**src/rtl/frame_pkg.sv**
```systemverilog
// Shared frame-memory constants and playback state encoding, used by the
// capture and playback sides of the frame buffer.
package frame_pkg;

   localparam int unsigned MEM_ADDR_W     = 32'd22;
   localparam int unsigned MEM_DATA_W     = 32'd8;
   localparam int unsigned DEF_LINE_BYTES = 32'd640;
   localparam int unsigned DEF_LINES      = 32'd240;

   typedef enum logic [1:0] {
      ST_IDLE   = 2'd0,
      ST_ACCESS = 2'd1,
      ST_OUT    = 2'd2,
      ST_DONE   = 2'd3
   } play_state_t;

   // Counter width that still yields one bit when the range collapses to a single value.
   function automatic int unsigned cnt_width(input int unsigned n);
      return (n > 32'd1) ? $clog2(n) : 32'd1;
   endfunction

endpackage

```
**src/rtl/frame_pos_counter.sv**
```systemverilog
// Column/row/address walker over one stored frame; reports the frame and
// line markers for the byte currently addressed.
module frame_pos_counter
   import frame_pkg::*;
#(
   parameter int unsigned BASE_ADDR  = 32'd0,
   parameter int unsigned LINE_BYTES = DEF_LINE_BYTES,
   parameter int unsigned LINES      = DEF_LINES
) (
   input  logic                  clock,
   input  logic                  reset,
   input  logic                  clear,
   input  logic                  advance,
   output logic [MEM_ADDR_W-1:0] addr,
   output logic                  sof,
   output logic                  eol,
   output logic                  eof,
   output logic                  last
);

   localparam int unsigned COL_W = cnt_width(LINE_BYTES);
   localparam int unsigned ROW_W = cnt_width(LINES);
   localparam logic [COL_W-1:0]      COL_LAST  = COL_W'(LINE_BYTES - 32'd1);
   localparam logic [ROW_W-1:0]      ROW_LAST  = ROW_W'(LINES - 32'd1);
   localparam logic [MEM_ADDR_W-1:0] ADDR_BASE = MEM_ADDR_W'(BASE_ADDR);

   logic [COL_W-1:0]      col_r;
   logic [ROW_W-1:0]      row_r;
   logic [MEM_ADDR_W-1:0] addr_r;

   // Position registers: restart at the frame origin, step one byte per advance.
   always_ff @(posedge clock) begin
      if (reset) begin
         col_r  <= '0;
         row_r  <= '0;
         addr_r <= '0;
      end else if (clear) begin
         col_r  <= '0;
         row_r  <= '0;
         addr_r <= ADDR_BASE;
      end else if (advance) begin
         addr_r <= addr_r + MEM_ADDR_W'(1);
         if (col_r == COL_LAST) begin
            col_r <= '0;
            row_r <= (row_r == ROW_LAST) ? '0 : row_r + ROW_W'(1);
         end else begin
            col_r <= col_r + COL_W'(1);
         end
      end
   end

   assign addr = addr_r;
   assign sof  = (col_r == '0) && (row_r == '0);
   assign eol  = (col_r == COL_LAST);
   assign eof  = eol && (row_r == ROW_LAST);
   assign last = eof;

endmodule

```
**src/rtl/frame_playback.sv**
```systemverilog
// Replays one stored frame from byte-wide memory as a valid/ready byte
// stream carrying start-of-frame, end-of-line and end-of-frame markers.
module frame_playback
   import frame_pkg::*;
#(
   parameter int unsigned BASE_ADDR  = 32'd0,
   parameter int unsigned LINE_BYTES = DEF_LINE_BYTES,
   parameter int unsigned LINES      = DEF_LINES,
   parameter int unsigned READ_WAIT  = 32'd2
) (
   input  logic                  clock,
   input  logic                  reset,
   input  logic                  start,
   output logic                  busy,
   output logic                  done,
   output logic                  mem_ce,
   output logic                  mem_oe,
   output logic [MEM_ADDR_W-1:0] mem_addr,
   input  logic [MEM_DATA_W-1:0] mem_data,
   output logic [MEM_DATA_W-1:0] pix_data,
   output logic                  pix_valid,
   input  logic                  pix_ready,
   output logic                  pix_sof,
   output logic                  pix_eol,
   output logic                  pix_eof
);

   localparam int unsigned WAIT_W = cnt_width(READ_WAIT + 32'd1);
   localparam logic [WAIT_W-1:0] WAIT_LAST = WAIT_W'(READ_WAIT);

   play_state_t           state_r, state_next;
   logic [WAIT_W-1:0]     wait_r, wait_next;
   logic                  busy_r, busy_next;
   logic                  done_r, done_next;
   logic                  ce_r, ce_next;
   logic                  valid_r, valid_next;
   logic [MEM_DATA_W-1:0] pix_data_r;
   logic                  sof_r, eol_r, eof_r;
   logic                  clear_s, advance_s, capture_s;
   logic                  pos_sof_s, pos_eol_s, pos_eof_s, pos_last_s;

   frame_pos_counter #(
      .BASE_ADDR  (BASE_ADDR),
      .LINE_BYTES (LINE_BYTES),
      .LINES      (LINES)
   ) u_pos (
      .clock   (clock),
      .reset   (reset),
      .clear   (clear_s),
      .advance (advance_s),
      .addr    (mem_addr),
      .sof     (pos_sof_s),
      .eol     (pos_eol_s),
      .eof     (pos_eof_s),
      .last    (pos_last_s)
   );

   // Next-state decode; output next values are computed here and registered below.
   always_comb begin
      state_next = state_r;
      wait_next  = wait_r;
      busy_next  = busy_r;
      ce_next    = ce_r;
      valid_next = valid_r;
      done_next  = 1'b0;
      clear_s    = 1'b0;
      advance_s  = 1'b0;
      capture_s  = 1'b0;
      case (state_r)
         ST_IDLE: begin
            if (start) begin
               state_next = ST_ACCESS;
               wait_next  = '0;
               busy_next  = 1'b1;
               ce_next    = 1'b1;
               clear_s    = 1'b1;
            end else begin
               busy_next  = 1'b0;
               ce_next    = 1'b0;
               valid_next = 1'b0;
            end
         end
         ST_ACCESS: begin
            if (wait_r == WAIT_LAST) begin
               state_next = ST_OUT;
               ce_next    = 1'b0;
               valid_next = 1'b1;
               capture_s  = 1'b1;
            end else begin
               wait_next = wait_r + WAIT_W'(1);
            end
         end
         ST_OUT: begin
            if (valid_r && pix_ready) begin
               valid_next = 1'b0;
               if (pos_last_s) begin
                  state_next = ST_DONE;
                  done_next  = 1'b1;
               end else begin
                  state_next = ST_ACCESS;
                  wait_next  = '0;
                  ce_next    = 1'b1;
                  advance_s  = 1'b1;
               end
            end else begin
               state_next = ST_OUT;
            end
         end
         ST_DONE: begin
            state_next = ST_IDLE;
            busy_next  = 1'b0;
         end
         default: begin
            state_next = ST_IDLE;
            busy_next  = 1'b0;
            ce_next    = 1'b0;
            valid_next = 1'b0;
         end
      endcase
   end

   // State register and registered stream/memory outputs.
   always_ff @(posedge clock) begin
      if (reset) begin
         state_r    <= ST_IDLE;
         wait_r     <= '0;
         busy_r     <= 1'b0;
         done_r     <= 1'b0;
         ce_r       <= 1'b0;
         valid_r    <= 1'b0;
         pix_data_r <= '0;
         sof_r      <= 1'b0;
         eol_r      <= 1'b0;
         eof_r      <= 1'b0;
      end else begin
         state_r <= state_next;
         wait_r  <= wait_next;
         busy_r  <= busy_next;
         done_r  <= done_next;
         ce_r    <= ce_next;
         valid_r <= valid_next;
         if (capture_s) begin
            pix_data_r <= mem_data;
            sof_r      <= pos_sof_s;
            eol_r      <= pos_eol_s;
            eof_r      <= pos_eof_s;
         end
      end
   end

   assign busy      = busy_r;
   assign done      = done_r;
   assign mem_ce    = ce_r;
   assign mem_oe    = ce_r;
   assign pix_data  = pix_data_r;
   assign pix_valid = valid_r;
   assign pix_sof   = sof_r;
   assign pix_eol   = eol_r;
   assign pix_eof   = eof_r;

endmodule

```
**config.mk**
```make
export PLATFORM = sky130hd
export DESIGN_NAME = frame_playback
export DESIGN_NICKNAME = d
export VERILOG_FILES = /design/src/rtl/frame_pkg.sv /design/src/rtl/frame_pos_counter.sv /design/src/rtl/frame_playback.sv
export SDC_FILE = /design/constraint.sdc
export NUM_CORES = 1
export LEC_CHECK = 0
export CAP_MARGIN = 5
export CORE_MARGIN = 2
export CORE_UTILIZATION = 55
export CTS_BUF_LIST = sky130_fd_sc_hd__clkbuf_8
export DETAILED_ROUTE_END_ITERATION = 10
export PLACE_DENSITY = 0.88
export SLEW_MARGIN = 20
export SYNTH_ARGS = -nofsm -noshare
export SYNTH_HDL_FRONTEND = slang
export SYNTH_SLANG_ARGS = --single-unit
export TNS_END_PERCENT = 10
```
**constraint.sdc**
```tcl
create_clock -name clock -period 2.17 [get_ports clock]
set_input_delay 0.434 -clock clock [delete_from_list [all_inputs] [get_ports clock]]
set_output_delay 0.434 -clock clock [all_outputs]
set_load 0.01 [all_outputs]
```
==> reports/qor.yml <==
grt_pass1_wl_um: 13200
fin_ws_ps: 91.9
synth_top_area_frac: 0.411
clockBufferDepth: 2
die-area_um2: 5820
worstSetupStartpointType: "register"
cts_made_buffers: 9
path_max_fanout: 10
finalSetupViolCount: 0
cts_setup_buffers: 0
dr_total_vias: 2923
coreArea_um2: 5070
cts-root-buf: "clkbuf_8"
area_growth_syn_to_layout_pct: 33.8
finalMaxSlewViolations: 0
worstRegToRegCells: 5
synthArstFlopShare: 0
totalWireLength_um: 7700
firstDrtPassIters: 6
ys_ff_latch: 59
hold_viol: 0
place_ws_ps: -36.0
track_usage: 0.277
die_w_um: 76.3
synth_edf_count: 0
yosys.area.top_type: "dfxtp_1"
io_pins: 50
worst_ep_arrival_time_ps: 2350
hold_start: "pix_data[4]"
drive_above_1_share: 0.124
diodes: 0
antenna_found_initial: 0
synth_most_common_cell: "dfxtp_1"
drc: 0
postCtsHoldBufs: 0
min_period_ps: 2080
grt_pass1_vias: 2806
clkTransAtPathRegs_ps: 70
max-vdd-ir-drop_mv: 0.421
end_kind: "register"
finalCritPeriodShare: 0.958
yosysUniqueCellTypes: 46
hp-class: "register to register"
hold_path_end: "pix_data[4]"
skew_ps: 7.03
postRouteAntennaNets: 0
cts-resized-gates: 0
hpwl_um: 5220
regToRegEndpoint: "u_pos.addr[20]"
grt_max_degree: 21
initial_core_util: 0.567
vias_per_cell: 5.97
gp_congestion: 0.896
rsz0062_at_grt: "no"
fmax_mhz: 481
row_count: 26
synth.area.top_cells: "dfxtp_1 (41%), a21oi_1 (6.6%), nand2_1 (5.4%)"
worst_slew_margin_rel: 0.690
wl_met2_um: 3810
drv_cap: 0
wl_per_cell_um: 15.7
path_class: "register to register"
syn_area_um2: 2880
ys_warn_count: 0
grt_overflow: 0
powerDensity_nw_per_um2: 780
power_leakage_nw: 1.32
reg2reg_from: "u_pos.col_r[0]"
status: "finished, final reports clean"
ys_top_cells_by_count: "dfxtp_1 (59), nand2_1 (41), a21oi_1 (38), nor2_1 (33), nand3_1 (16)"
reg2reg_setup_slack_ps: 90
fin_util: 0.759
worst_pin_slew_ps: 453
yosysSeqAreaShare: 0.411
cts_tree: "done"
syn-instance-count: 345
hold_depth: 2
clk_latency_ps: 340
synthesis.area_per_instance_um2: 8.34
nNetsFinal: 438
drtIter0Drc: 217
drt-met1-wl_um: 3240
worstPathRequired_ps: 2440
wl_met3_um: 502
cts.sinks: 59
syn_nets: 368
die_h_um: 76.3
h-tree-depth: 3
port_buffers: 49
top_layer_used: "met4"
synthFlopType: "dfxtp_1"
[final cells by class]
| cell class | instances | area (µm²) |
|---|---|---|
| well taps | 70 | 87.6 |
| multi-input cells | 259 | 1590 |
| fillers | 362 | 1220 |
| repair buffers | 76 | 693 |
| clock buffers | 12 | 165 |
| flip-flops and latches | 59 | 1180 |
| clock inverters | 4 | 95.1 |
| inverters | 10 | 37.5 |
[kinds of logic (layout without fill, tap and decap cells)]
logic type | Yosys count | after routing | synth area share
AO/OA/AOI/OAI | 70 | 70 | 0.148
XOR/XNOR | 20 | 20 | 0.0609
adder cells (fa/ha/maj) | 11 | 11 | 0.0478
buffers and inverters | 27 | 102 | 0.0418
flip-flops | 59 | 59 | 0.411
multiplexers | 5 | 5 | 0.0174
AND/OR/NAND/NOR | 153 | 153 | 0.273
[state kept, by name (all words and copies together) (netlist names)]
name and count:
u_pos.col_r 10, u_pos.addr 22, state_r 2, busy 1, pix_eol 1, pix_valid 1, pix_data 8, done 1
u_pos.row_r 8, wait_r 2, pix_sof 1, mem_ce 1, pix_eof 1
[report_power, final]
| part | switching (W) | internal (W) | leakage (nW) |
|---|---|---|---|
| registers | 0.0000464 | 0.00113 | 0.476 |
| clock network | 0.000435 | 0.000855 | 0.133 |
| logic | 0.000306 | 0.000233 | 0.711 |
[metal layers]
metal,vias up,global-route usage
li1,1386,-
met1,1383,0.334
met2,136,0.488
met3,18,0.0557
met4,0,0.105
met5,-,0
[worst max-delay path by stage]
stage | startpoint | end | depth (start not counted) | slack [ps]
after floorplan | u_pos.col_r[0] | u_pos.addr[20] | 6 | 240
after global placement | pix_ready | u_pos.addr[7] | 7 | -60
after detailed placement | pix_ready | u_pos.addr[17] | 5 | -40
after CTS | u_pos.row_r[1] | u_pos.addr[1] | 7 | 90
after global routing | u_pos.col_r[0] | u_pos.addr[20] | 5 | 10
final | u_pos.col_r[0] | u_pos.addr[20] | 5 | 90
[metrics by stage]
step | TNS [ps] | hold slack (ps) | power, W | std cells | area [µm²]
2_1_floorplan | 0 | 451 | 0.00154 | 345 | 2880
3_3_place_gp | -55.2 | 441 | 0.00169 | 474 | 3570
3_5_place_dp | -134 | 446 | 0.00171 | 474 | 3570
4_1_cts | 0 | 458 | 0.00300 | 490 | 3830
5_1_grt | 0 | 485 | 0.00311 | 490 | 3850
6_report | 0 | 458 | 0.00300 | 490 | 3850
[layout by cell type (no fill, tap or decap), types with 9 or more instances in the layout]
cell,Yosys,routed
a21oi_1,38,38
buf_4,3,27
clkbuf_8,0,12
clkdlybuf4s50_1,0,49
dfxtp_1,59,59
ha_1,11,11
inv_1,10,10
nand2_1,41,41
nand3_1,16,16
nand4_1,14,14
nor2_1,33,33
or4_1,9,9
xnor2_1,15,15
[critical path, stage by stage, from the launching register on]
cell and delay, ps:
dfxtp_1 380, ha_1 310, and4_4 260, a2111o_1 500, or4_1 420, a21oi_1 150
(Power assumes the default switching activity.)
